===== config.mk =====
export PLATFORM = sky130hd
export DESIGN_NAME = mem_sync_sp_arb
export DESIGN_NICKNAME = d
export VERILOG_FILES = /design/src/rtl/mem_sync_sp_arb.sv
export SDC_FILE = /design/constraint.sdc
export NUM_CORES = 1
export LEC_CHECK = 0
export ABC_AREA = 0
export BUFFER_PORTS_ARGS = -buffer_cell sky130_fd_sc_hd__buf_2
export CAP_MARGIN = 20
export CORE_AREA = 3 3 93 95
export DETAILED_ROUTE_END_ITERATION = 8
export DIE_AREA = 0 0 96 98
export SETUP_SLACK_MARGIN = 0.1
export SLEW_MARGIN = 5
export SYNTH_ARGS = -nofsm -noshare
export SYNTH_HDL_FRONTEND = slang
export SYNTH_SLANG_ARGS = --single-unit

===== constraint.sdc =====
create_clock -name clk -period 1.6 [get_ports clk]
set_input_delay 0.16 -clock clk [delete_from_list [all_inputs] [get_ports clk]]
set_output_delay 0.16 -clock clk [all_outputs]
set_load 0.02 [all_outputs]

===== src/rtl/mem_sync_sp_arb.sv =====
// ---------------------------------------------------------------------------
// mem_sync_sp_arb : two-port arbiter onto one synchronous single-port SRAM
// Revision: 1.0
// ---------------------------------------------------------------------------
`default_nettype none

module mem_sync_sp_arb #(
  parameter int DEPTH      = 2048,
  parameter int ADDR_WIDTH = $clog2(DEPTH),
  parameter int DATA_WIDTH = 32,
  parameter int DATA_BYTES = DATA_WIDTH / 8,
  parameter int MAX_WAIT   = 4
) (
  input  logic                  clk,
  input  logic                  rst_n,
  input  logic                  i_p0_req,
  input  logic [ADDR_WIDTH-1:0] i_p0_addr,
  input  logic [DATA_WIDTH-1:0] i_p0_wdata,
  input  logic [DATA_BYTES-1:0] i_p0_wen,
  output logic                  o_p0_gnt,
  output logic                  o_p0_rvalid,
  output logic [DATA_WIDTH-1:0] o_p0_rdata,
  input  logic                  i_p1_req,
  input  logic [ADDR_WIDTH-1:0] i_p1_addr,
  input  logic [DATA_WIDTH-1:0] i_p1_wdata,
  input  logic [DATA_BYTES-1:0] i_p1_wen,
  output logic                  o_p1_gnt,
  output logic                  o_p1_rvalid,
  output logic [DATA_WIDTH-1:0] o_p1_rdata,
  output logic [ADDR_WIDTH-1:0] o_mem_addr,
  output logic [DATA_WIDTH-1:0] o_mem_wdata,
  output logic [DATA_BYTES-1:0] o_mem_wen,
  input  logic [DATA_WIDTH-1:0] i_mem_rdata
);

  localparam int C_WAIT_W = $clog2(MAX_WAIT + 1);

  logic [C_WAIT_W-1:0]   r_wait_cnt;
  logic                  r_resp_v;
  logic                  r_resp_port;
  logic [ADDR_WIDTH-1:0] r_last_addr;
  logic                  w_force0;
  logic                  w_gnt0;
  logic                  w_gnt1;

  assign w_force0 = (r_wait_cnt == C_WAIT_W'(MAX_WAIT));

  // Grants are masked while reset is held so every output reads 0 in reset.
  always_comb begin
    w_gnt0 = 1'b0;
    w_gnt1 = 1'b0;
    if (rst_n) begin
      if (i_p1_req && !(i_p0_req && w_force0)) begin
        w_gnt1 = 1'b1;
      end else if (i_p0_req) begin
        w_gnt0 = 1'b1;
      end
    end
  end

  assign o_p0_gnt = w_gnt0;
  assign o_p1_gnt = w_gnt1;

  always_comb begin
    o_mem_addr  = r_last_addr;
    o_mem_wdata = '0;
    o_mem_wen   = '0;
    if (w_gnt1) begin
      o_mem_addr  = i_p1_addr;
      o_mem_wdata = i_p1_wdata;
      o_mem_wen   = i_p1_wen;
    end else if (w_gnt0) begin
      o_mem_addr  = i_p0_addr;
      o_mem_wdata = i_p0_wdata;
      o_mem_wen   = i_p0_wen;
    end
  end

  always_ff @(posedge clk or negedge rst_n) begin
    if (!rst_n) begin
      r_wait_cnt  <= '0;
      r_resp_v    <= 1'b0;
      r_resp_port <= 1'b0;
      r_last_addr <= '0;
    end else begin
      if (!i_p0_req || w_gnt0) begin
        r_wait_cnt <= '0;
      end else if (!w_force0) begin
        r_wait_cnt <= r_wait_cnt + C_WAIT_W'(1);
      end
      r_resp_v    <= w_gnt0 | w_gnt1;
      r_resp_port <= w_gnt1;
      if (w_gnt0 || w_gnt1) begin
        r_last_addr <= o_mem_addr;
      end
    end
  end

  assign o_p0_rvalid = r_resp_v && !r_resp_port;
  assign o_p1_rvalid = r_resp_v &&  r_resp_port;
  assign o_p0_rdata  = o_p0_rvalid ? i_mem_rdata : '0;
  assign o_p1_rdata  = o_p1_rvalid ? i_mem_rdata : '0;

endmodule

`default_nettype wire


# ---- Word level (Yosys, flattened, before mapping)
# Cells that the tools add are included.
dict set report word_totals {
  reg_bits 16
  latchBits 0
  mem_bits_rw 0
  mem_bits_ro 0
  out_inout_bits 115
  word_cells 32
  memories 0
}
dict set report op_classes {
  add_sub_neg 1
  n_mul 0
  n_div 0
  n_lt_le_gt_ge 0
  n_eq_ne 2
  shift 0
  muxes 15
  n_bitwise 1
  reduce_logical 9
}
# operator n
set ops {}
lappend ops {{2-to-1 mux 32 bit} 4}
lappend ops {{2-to-1 mux 11 bit} 2}
lappend ops {{2-to-1 mux 4 bit} 2}
lappend ops {{2-to-1 mux 3 bit} 2}
lappend ops {{2-to-1 mux 1 bit} 5}
lappend ops {{logical AND 1 bit} 4}
lappend ops {{adder 3 x 1 -> 3 bit (second input constant)} 1}
lappend ops {{equality test 3 bit (second input constant)} 1}
lappend ops {{logical NOT 1 bit} 3}
lappend ops {{logical OR 1 bit} 2}
lappend ops {{!= test 2 x 1 -> 1 bit (second input constant)} 1}
lappend ops {{OR 1 bit} 1}

# ---- Depth between registers and ports, before layout
# Gate-level depths: netlist (run 1).
dict set report logic_depth {
  ltp_word 8
  depth_mapped 6
  depth_no_buf 5
}

# ---- Worst setup path before layout (run 1)
# OpenSTA, ideal clock, no wires.
dict set report synth_timing {
  path_kind {register to output}
  from {reg r_wait_cnt[0]}
  to {out o_mem_wdata[23]}
  t_arrival_ns 1.490
  slack_ns -0.050
  path_stages_with_launch 7
  path_buffers 1
  cell_sequence {dfrtp_1 inv_1 ha_1 nand2_1 a21oi_2 buf_2 a22o_1}
}
dict set report synth_via {
  elab_chain_len 8
  word_cells_on_any_way 10
  cone_classes {eq/ne (1); mux (6); reduce/logical (3)}
}
# element line
set synth_lines {}
lappend synth_lines {{start: declaration} 38} ;# logic [C_WAIT_W-1:0] r_wait_cnt;
lappend synth_lines {{start signal: assignment} 89} ;# r_wait_cnt <= r_wait_cnt + C_WAIT_W'(1);
lappend synth_lines {{equality test 3 bit} 46} ;# assign w_force0 = (r_wait_cnt == C_WAIT_W'(MAX_WAIT));
lappend synth_lines {{logical AND 1 bit} 53} ;# if (i_p1_req && !(i_p0_req && w_force0)) begin
lappend synth_lines {{logical NOT 1 bit} 53}
lappend synth_lines {{logical AND 1 bit} 53}
lappend synth_lines {{2-to-1 mux 1 bit} 53}
lappend synth_lines {{2-to-1 mux 1 bit} 52} ;# if (rst_n) begin
lappend synth_lines {{named net o_p0_gnt} 20} ;# output logic o_p0_gnt,
lappend synth_lines {{2-to-1 mux 32 bit} 72} ;# end else if (w_gnt0) begin
lappend synth_lines {{2-to-1 mux 32 bit} 68} ;# if (w_gnt1) begin
lappend synth_lines {{end: declaration} 31} ;# output logic [DATA_WIDTH-1:0] o_mem_wdata,
# The timed path passes the listed nets, and every way through them passes these cells.

# ---- Worst setup path after layout (run 1)
dict set report layout_timing {
  from {reg r_wait_cnt[1]}
  to {out o_mem_addr[3]}
}
dict set report layout_via {
  elab_chain_len 8
  word_cells_on_any_way 10
  cone_classes {eq/ne (1); mux (6); reduce/logical (3)}
}
# element line
set layout_lines {}
lappend layout_lines {{equality test 3 bit *} 46}
lappend layout_lines {{logical AND 1 bit *} 53}
lappend layout_lines {{logical NOT 1 bit *} 53}
lappend layout_lines {{logical AND 1 bit *} 53}
lappend layout_lines {{2-to-1 mux 1 bit} 53}
lappend layout_lines {{2-to-1 mux 1 bit} 52}
lappend layout_lines {{2-to-1 mux 11 bit} 72}
lappend layout_lines {{2-to-1 mux 11 bit *} 68}
lappend layout_lines {{end: declaration} 30} ;# output logic [ADDR_WIDTH-1:0] o_mem_addr,
# Every way passes the cells marked *; elsewhere a longest branch is shown, timed or not.

==> impl_metrics.tcl, run 1 <==
set metrics [dict create \
    status "finished with violations" \
    violations "setup timing" \
    synthCells 197 \
    wl_per_cell_um 15.78 \
    worst_pin_slew_ns 0.2606 \
    core_sq_mm 0.007807 \
    fmax_ghz 0.5132 \
    most-common-layout-cells "178 x buf_2, 66 x buf_6, 32 x and3_1" \
    min_period_over_period_pct 121.8 \
    viasPerCell 4.780 \
    yosys_register_bits 16 \
    cts.sinks 16 \
    dieArea_sq_mm 0.009408 \
    synth.yosys.warnings 0 \
    ys_types 24 \
    utilization_pct 54.84 \
    nets 603 \
    syn2layout_area_growth_pct 157.5 \
    antenna_found_initial 1 \
    drc 0 \
    path_clk_slew_ns 0.06 \
    synth_fp_nets 329 \
    max_stage_delay_ns 0.39 \
    finalSetupViolCount 54 \
    worst_slack_ns -0.3486 \
    yosys.area_share.simple_pct 32.58 \
    p_leak_nw 2.464 \
    gp_congestion 0.7253 \
    clock-skew-final_ns 0.0007126 \
    first_iter_violations 76 \
    start_kind "flop" \
    gr-usage-all-layers_pct 17.04 \
    rows 32 \
    grt_pass1_wl_um 12910 \
    cts_tree "built" \
    portBuffers 244 \
    rsz0062_at_grt "true" \
    power_density_mw_per_mm2 501.3 \
    synth_compound_area_share_pct 34.76 \
    synthMuxAreaShare_pct 0 \
    critical_path_arrival_ns 1.79 \
    critical_path_class "reg -> out" \
    grt_start_max_net_pins 34 \
    ir_worst_vdd_mv 0.2909 \
    postSynthAreaPerCell_sq_um 8.441 \
    relSlewSlack_pct 82.63 \
    drt_wl_total_um 9041 \
    regArea_sq_um 400.4 \
    synthXorXnorAreaFrac_pct 0 \
    fill_cells 681 \
    die_h_um 98 \
    yosysSeqAreaShare_pct 24.08 \
    multi_input_area_sq_mm 0.001474 \
    clockBufferDepth 2 \
    synthAdderAreaFrac_pct 1.505 \
    syn_area_sq_mm 0.001663 \
    cts_made_buffers 3 \
    htree_levels 1 \
    period_minus_slack_ns 1.949 \
    start_util_pct 21.30 \
    crit_slowest_cell "dfrtp_1" \
    slew_viol_final 0 \
    root_buffer "clkbuf_8" \
    vias 2739 \
    ant_nets 0 \
    hpwl_um 6459 \
    die_x_um 96 \
    ios 245 \
    crit_path_max_fanout 8 \
    dr.pass1.iters 4 \
    min_path_type "in -> reg" \
    mostFrequentLayoutCell "buf_2" \
    fin_tns_setup_ns -15.62 \
    cp_cell_sequence "inv_2 > ha_4 > nand2_4 > a21oi_4 > buf_6 > clkbuf_16 > a221o_1 > buf_6" \
    clkLatencyLatePin_ns 0.25 \
    drive_gt1_share_pct 73.40 \
    grt_overflow 0 \
    hold_violations 0 \
    crit_top_cell "buf_6" \
    crit_path_end_kind "primary output" \
    cap_violations 0 \
    grt_pass1_vias 2703 \
    synth_top_family_by_area "compound AO/OA/AOI/OAI gates" \
    required_ns 1.44 \
]
sequential cells by signal (all words and copies together) (netlist names):
register / flops
r_resp_port: 1
r_last_addr: 11
r_wait_cnt: 3
r_resp_v: 1
area by class of cell:
cell class                      instances  share of cell area, %
Clock buffer                            4                  1.286
Timing Repair Buffer                  291                  51.55
Tap cell                              102                  2.981
Sequential cell                        16                  9.351
Inverter                                4                 0.3507
Multi-Input combinational cell        155                  34.42
Antenna cell                            1                0.05845
worst paths after layout:
kind / start / endpoint / slack [ns] / cells after the start
min in group asynchronous: rst_n / r_wait_cnt[1] / 0.36 / 2
hold / removal: i_p0_addr[9] / r_last_addr[9] / 0.15 / 2
setup / recovery: r_wait_cnt[1] / o_mem_addr[3] / -0.35 / 8
setup reg to reg: r_wait_cnt[0] / r_last_addr[6] / -0.14 / 9
hold reg to reg: r_last_addr[5] / r_last_addr[5] / 0.60 / 2
max in group asynchronous: rst_n / r_last_addr[0] / 0.81 / 3
metrics by stage:
stage | cell area [sq um] | power (mW) | hold WS, ns | setup WS, ns | std cells
floorplan | 1977 | 1.054 | -0.1356 | 0.1225 | 197
global placement | 3396 | 1.464 | 0.000009909 | -0.05880 | 544
detailed placement | 3396 | 1.477 | -0.004841 | -0.1077 | 544
CTS | 4009 | 2.048 | 0.1544 | -0.3098 | 565
global route | 4282 | 2.263 | 0.1511 | -0.3953 | 573
finish | 4282 | 2.146 | 0.1510 | -0.3486 | 573
kinds of logic (layout without fill, tap and decap cells):
group | Yosys count | in the layout
AND/OR/NAND/NOR | 89 | 89
AO/OA/AOI/OAI | 64 | 64
buffers and inverters | 26 | 299
flip-flops | 16 | 16
adder cells (fa/ha/maj) | 2 | 2
other | 0 | 1
per-layer routing:
metal / vias up / part of all wire [%] / GRT usage (%)
li1: 1306 / - / -
met1: 1260 / 34 / 16.73
met2: 159 / 55 / 34.04
met3: 14 / 9.3 / 4.006
met4: 0 / 1.9 / 4.595
met5: - / 0 / 0
timing repair:
| action | in CTS | in global routing |
|---|---|---|
| buffers inserted | 14 | 5 |
| resized for setup | 112 | 61 |
| endpoints found under the setup margin | 60 | 94 |
| hold buffers | 1 | 0 |
| cloned | 3 | 3 |
| pin swaps | 6 | 7 |
| hold endpoints to repair | 16 | 0 |
report_power, final:
group          total [mW]  internal [mW]  switching, mW
clock               0.366          0.219          0.147
combinational        1.32          0.712          0.603
sequential          0.465          0.450         0.0152
synth_stat cells:
master     n  share of area [%]
nand3_1    2               0.60
dfrtp_1   16                 24
buf_4      2               0.90
nand2b_1   1               0.38
inv_1      4               0.90
a22o_1    36                 19
and3_1    32                 12
nor2_1     1               0.23
and2_1    44                 17
ha_1       2                1.5
nand3b_1   1               0.45
nor2b_1    1               0.38
nand2_1    4               0.90
a221o_1   22                 13
a31oi_1    1               0.38
a21oi_1    1               0.30
a21oi_2    1               0.53
a31oi_2    1               0.75
o21ai_1    1               0.30
o21ai_0    1               0.30
or3_1      2               0.75
clkbuf_1  10                2.3
buf_2     10                3.0
nor3_1     1               0.30
critical path: cells and delay by family (launching register included):
kind / cells / cell delay, ns
buffers and inverters: 4 / 0.56
AOI/OAI and AO/OA: 2 / 0.35
adders and majority gates: 1 / 0.17
and+or+nand+nor: 1 / 0.06
DFF: 1 / 0.39
(Power assumes the default switching activity.)
==> inputs of run 2 (changes only) <==
ABC_AREA = 1   (was 0)
==> run 2 against run 1 <==
  * The run still ends with setup timing left
  * Global-route usage down 0.34 points
  * Critical path type unchanged
  * Clock power down 1%
  * First-iteration DRC count down 7.9%
  * Clock skew up 0.0038 ns
  * Total power down 2.7%
  * Area after synthesis up 3.1%
  * Critical path depth up 2
  * Sequential power about the same
  * Highest routed layer unchanged
  * Fmax up 9.2%
==> impl_metrics.tcl, run 2 <==
set metrics [dict create \
    ant_nets 0 \
    cap_violations 0 \
    most-common-layout-cells "167 x buf_2, 75 x nand2_1, 72 x buf_6" \
    yosysSeqAreaShare_pct 23.36 \
    gr-usage-all-layers_pct 16.70 \
    total_power_mw 2.088 \
    syn_area_sq_mm 0.001714 \
    largest_reg_flops 11 \
    yosys-top-cells-count "124 x nand2_1, 66 x nor2_1, 41 x inv_1" \
    postSynthAreaPerCell_sq_um 5.307 \
    finalSetupViolCount 49 \
    cts.sinks 16 \
    worst_slack_ns -0.1843 \
    rows 32 \
    ir_worst_vdd_mv 0.4065 \
    crit_path_max_fanout 9 \
    vias 3067 \
    p_seq_share_pct 22.4 \
    synth.yosys.warnings 0 \
    synth_top_family_by_area "simple AND/OR/NAND/NOR gates" \
    grt_pass1_wl_um 12680 \
    violations "setup timing" \
    switching_share_pct 40.36 \
    synth_edf_count 0 \
    final_cell_area_sq_mm 0.004342 \
    synth.area.top_cells "nand2_1 27%, dfrtp_1 23%, nor2_1 14%, nand3_1 9.9%, inv_1 9.0%" \
    die_h_um 98 \
    yosys.cell_count.top_type "nand2_1" \
    drc 0 \
    crit_path_end_kind "primary output" \
    htree_levels 1 \
    synth_area_leader_cell "nand2_1" \
    drt_wl_total_um 10510 \
    viasPerCell 4.471 \
    required_ns 1.44 \
    ios 245 \
    cts_made_buffers 3 \
    period_minus_slack_ns 1.784 \
    hpwl_um 6801 \
    start_kind "flop" \
    synth_fp_nets 455 \
    grt_start_max_net_pins 33 \
    mostFrequentLayoutCell "buf_2" \
    critical_path_arrival_ns 1.62 \
    synth-async-reset-ratio_pct 100.0 \
    fin_tns_setup_ns -7.059 \
    reg2reg_slack_ns 0.30 \
    path_clk_slew_ns 0.06 \
    min_period_over_period_pct 111.5 \
    drive_gt1_share_pct 63.53 \
    switchingPower_mw 0.8426 \
    worst_pin_slew_ns 0.5169 \
    min_path_type "in -> reg" \
    slew_viol_final 0 \
    largest-register "r_last_addr" \
    nets 717 \
    p_int_mw 1.245 \
    synthCells 323 \
    critical_path_class "reg -> out" \
    postPlaceCellArea_sq_mm 0.003156 \
    rsz0062_at_grt "true" \
    p_leak_nw 2.551 \
    start_util_pct 21.96 \
    gp_congestion 0.8572 \
    portBuffers 244 \
    dieArea_sq_mm 0.009408 \
    clkLatencyLatePin_ns 0.25 \
    clock-skew-final_ns 0.004562 \
    hold_violations 0 \
    cts_tree "built" \
    n_antenna_cell 0 \
    yosys.area_share.simple_pct 58.18 \
    fill_cells 694 \
    grt_pass1_vias 2607 \
    synthMuxAreaShare_pct 0 \
    yosys_register_bits 16 \
    antenna_found_initial 0 \
    reg_top3 "r_last_addr (11), r_wait_cnt (3)" \
    synth_top_area_share_pct 27.15 \
    power_density_mw_per_mm2 480.9 \
    synth_compound_area_share_pct 1.314 \
    relSlewSlack_pct 65.43 \
    pwr-share-clk_pct 17.3 \
    core_sq_mm 0.007807 \
    root_buffer "clkbuf_8" \
    synthXorXnorAreaFrac_pct 0.5109 \
    fmax_ghz 0.5604 \
    synthAdderAreaFrac_pct 1.460 \
    status "finished with violations" \
    syn2layout_area_growth_pct 153.3 \
    ys_types 19 \
    combPwrFrac_pct 60.3 \
    grt_overflow 0 \
    wl_per_cell_um 15.32 \
    dr.pass1.iters 4 \
    synth_ff_type "dfrtp_1" \
    first_iter_violations 70 \
    die_x_um 96 \
    clockBufferDepth 2 \
]
## run 2: power by group through the flow
| stage | combinational, mW | clock (mW) | sequential (mW) |
|---|---|---|---|
| final | 1.26 | 0.362 | 0.467 |
| after global routing | 1.35 | 0.394 | 0.469 |
| after CTS | 0.932 | 0.374 | 0.465 |
| after detailed placement | 0.878 | 0 | 0.471 |
| after global placement | 0.871 | 0 | 0.470 |
| after floorplan | 0.491 | 0 | 0.470 |
## run 2: cell type report
cell class | instances | area (sq um) | share of cell area, %
timing repair buffer | 274 | 2079 | 47.90
multi-input combinational | 247 | 1486 | 34.24
sequential | 16 | 401.6 | 9.251
inverter | 42 | 175.2 | 4.035
tap | 102 | 127.6 | 2.939
clock buffer | 4 | 55.05 | 1.268
timing repair inverter | 1 | 16.27 | 0.3746
## run 2: what timing repair did
action | in CTS | in global routing
gates resized for setup | 25 | 236
buffers inserted | 3 | 4
pin swaps | 0 | 30
cloned | 2 | 8
hold buffers | 2 | 0
endpoints found under the setup margin | 58 | 83
hold endpoints to repair | 16 | 0
## run 2: metrics by stage
stage,setup WS (ns),cells,hold WS [ns],utilization [%]
CTS,-0.2557,674,0.1653,43.14
floorplan,0.1045,323,-0.1356,-
global route,-0.2932,686,0.1781,55.61
global placement,-0.0009350,663,0.1072,40.42
detailed placement,-0.03858,663,0.1129,40.42
finish,-0.1843,686,0.1695,55.61
## run 2: cells by family after synthesis
logic type / Yosys count
xor+xnor: 1
fa+ha+maj: 2
buf+inv: 60
flops: 16
compound gates: 4
simple gates: 240
## run 2: path summary, 6_finish.rpt
kind | start | cells past startpoint | endpoint
worst max register to register | r_wait_cnt[1] | 8 | r_resp_port
worst max-delay path | r_wait_cnt[1] | 10 | o_mem_wen[2]
max in group asynchronous | rst_n | 3 | r_last_addr[2]
worst min register to register | r_last_addr[1] | 2 | r_last_addr[1]
min in group asynchronous | rst_n | 3 | r_resp_v
worst min-delay path | i_p0_addr[9] | 3 | r_last_addr[9]
## run 2: worst max-delay path, cell delays in order, from the launching register on
cell,delay (ns)
dfrtp_1,0.36
inv_2,0.05
ha_4,0.16
nand3_4,0.08
nand2_4,0.08
nor2_4,0.12
buf_6,0.14
buf_16,0.13
nand2_1,0.06
nand2_1,0.08
buf_6,0.12
## run 2: layer usage
layer	track usage, %	share of wire, %
met5	0	0
met4	4.267	2.1
met3	1.695	5.8
met2	32.29	56
met1	18.81	36
==> inputs of run 3 (changes only) <==
MAX_ROUTING_LAYER = met4   (was default)
==> run 3 against run 2 <==
  * The run still ends with setup timing left
  * Fmax fell by 0.44%
  * Global-route usage increased by 0.47 points
  * Sequential share of layout area up 0.12 points
  * Worst hold slack worse by 0.0041 ns
  * Cell count is 0.29% lower
  * Combinational power is essentially flat
  * Flip-flop and latch count is the same
  * Critical endpoint unchanged
  * Largest cell class unchanged
  * Highest routed layer unchanged
==> impl_metrics.tcl, run 3 (synthesis gave the netlist of run 2 again) <==
set metrics [dict create \
    reg_top3 "r_last_addr (11), r_wait_cnt (3)" \
    finalSetupViolCount 49 \
    total_power_mw 2.079 \
    first_iter_violations 71 \
    reg2reg_slack_ns 0.29 \
    whs_path_depth 3 \
    critical_path_class "reg -> out" \
    crit_path_end_kind "primary output" \
    clockBufferDepth 2 \
    largest_reg_flops 11 \
    grt_pass1_vias 2608 \
    worst_hold_path.endpoint "r_last_addr[9]" \
    required_ns 1.44 \
    syn2layout_area_growth_pct 149.9 \
    ir_worst_vdd_mv 0.4153 \
    rows 32 \
    grt_pass1_wl_um 12680 \
    clock-skew-final_ns 0.001701 \
    path_buf_inv 4 \
    timing.rr.end "r_resp_port" \
    gr-usage-all-layers_pct 17.16 \
    p_leak_nw 2.530 \
    nets 715 \
    die_h_um 98 \
    cts.sinks 16 \
    fmax_ghz 0.5580 \
    worst_slack_ns -0.1922 \
    wl_per_cell_um 15.34 \
    slew_viol_final 0 \
    drc 0 \
    min_path_type "in -> reg" \
    hold_violations 0 \
    root_buffer "clkbuf_8" \
    mostFrequentLayoutCell "buf_2" \
    drt_wl_total_um 10490 \
    status "finished with violations" \
    crit_slowest_cell "dfrtp_1" \
    cp_cell_sequence "inv_2 > ha_4 > nand3_4 > nand2_4 > nor2_4 > buf_6 > buf_16 > nand2_1 > nand2_1 > buf_6" \
    cap_violations 0 \
    dieArea_sq_mm 0.009408 \
    crit_path_max_fanout 9 \
    start_kind "flop" \
    worst_pin_slew_ns 0.5149 \
    drive_gt1_share_pct 63.23 \
    dr.pass1.iters 4 \
    cts_made_buffers 3 \
    clkLatencyLatePin_ns 0.25 \
    period_minus_slack_ns 1.792 \
    grt_overflow 0 \
    portBuffers 244 \
    critical_path_arrival_ns 1.63 \
    die_x_um 96 \
    r2r-start "r_wait_cnt[1]" \
    fill_cells 705 \
    max_stage_delay_ns 0.36 \
    violations "setup timing" \
    grt_start_max_net_pins 33 \
    ant_nets 0 \
    fin_tns_setup_ns -7.420 \
    vias 3108 \
    gp_congestion 0.8709 \
    cts_tree "built" \
    htree_levels 1 \
    hpwl_um 6801 \
    relSlewSlack_pct 65.56 \
    power_density_mw_per_mm2 485.3 \
    min_period_over_period_pct 112.0 \
    antenna_found_initial 0 \
    most-common-layout-cells "169 x buf_2, 75 x nand2_1, 70 x buf_6" \
    rsz0062_at_grt "true" \
    start_util_pct 21.96 \
    hold_start "i_p0_addr[9]" \
    crit_family "buffers and inverters" \
    path_clk_slew_ns 0.06 \
    viasPerCell 4.544 \
    core_sq_mm 0.007807 \
    largest-register "r_last_addr" \
    ios 245 \
    n_antenna_cell 0 \
    r2r_cells 8 \
]
[run 3: cell count changes in the layout (fill, tap and decap cells not counted), sizes merged]
cell	change
buf	-1
clkbuf	-1
[run 3: routing by layer]
| metal | GRT usage (%) | vias to the layer above | wire (um) |
|---|---|---|---|
| li1 | - | 1507 | - |
| met1 | 18.99 | 1421 | 3790 |
| met2 | 32.18 | 154 | 5721 |
| met3 | 1.464 | 26 | 662 |
| met4 | 4.267 | 0 | 320 |
| met5 | - | - | 0 |
[run 3: how the worst max path moves through the flow]
stage / start / endpoint / slack [ns] / depth (start not counted)
4_1_cts: r_wait_cnt[0] / o_mem_wdata[8] / -0.26 / 10
2_1_floorplan: r_wait_cnt[0] / o_mem_wdata[22] / 0.10 / 8
5_1_grt: r_wait_cnt[1] / o_mem_wen[2] / -0.29 / 10
3_5_place_dp: r_wait_cnt[0] / o_mem_wdata[23] / -0.04 / 9
6_report: r_wait_cnt[1] / o_mem_wen[2] / -0.19 / 10
3_3_place_gp: r_wait_cnt[0] / o_mem_wdata[23] / -0.0009 / 9
[run 3: tightest hold or removal path: cells and delay by family]
kind / cells / cell delay [ns]
buf+inv: 1 / 0.07
simple gates: 2 / 0.15
[run 3: what timing repair did]
action | in CTS | in global routing
gates cloned | 2 | 7
setup buffers | 3 | 3
hold buffers | 2 | 0
pin swaps | 0 | 29
resized for setup | 25 | 229
endpoints found under the hold margin | 16 | 0
setup endpoints to repair | 58 | 82
[run 3: power by group]
group          total, mW  internal [mW]  switching (mW)
sequential         0.467          0.450          0.0171
combinational       1.25          0.567           0.678
clock              0.367          0.219           0.148
total               2.08           1.24           0.843
[run 3: per-stage QoR]
stage	hold slack (ns)	setup slack (ns)	cell area, sq um	utilization (%)	instances
after global routing	0.1781	-0.2933	4284	54.87	684
after detailed placement	0.1129	-0.03858	3156	40.42	663
after floorplan	-0.1356	0.1045	1802	-	323
after global placement	0.1072	-0.0009350	3156	40.42	663
after CTS	0.1653	-0.2557	3368	43.14	674
final	0.1654	-0.1922	4284	54.87	684
[run 3: area by class of cell]
| type | instances | area, sq um | area share [%] |
|---|---|---|---|
| Timing Repair inverter | 1 | 16.27 | 0.3797 |
| Clock buffer | 4 | 55.05 | 1.285 |
| Timing Repair Buffer | 272 | 2034 | 47.49 |
| Tap cell | 102 | 127.6 | 2.979 |
| Multi-Input combinational cell | 247 | 1474 | 34.40 |
| Sequential cell | 16 | 401.6 | 9.375 |
| Inverter | 42 | 175.2 | 4.089 |
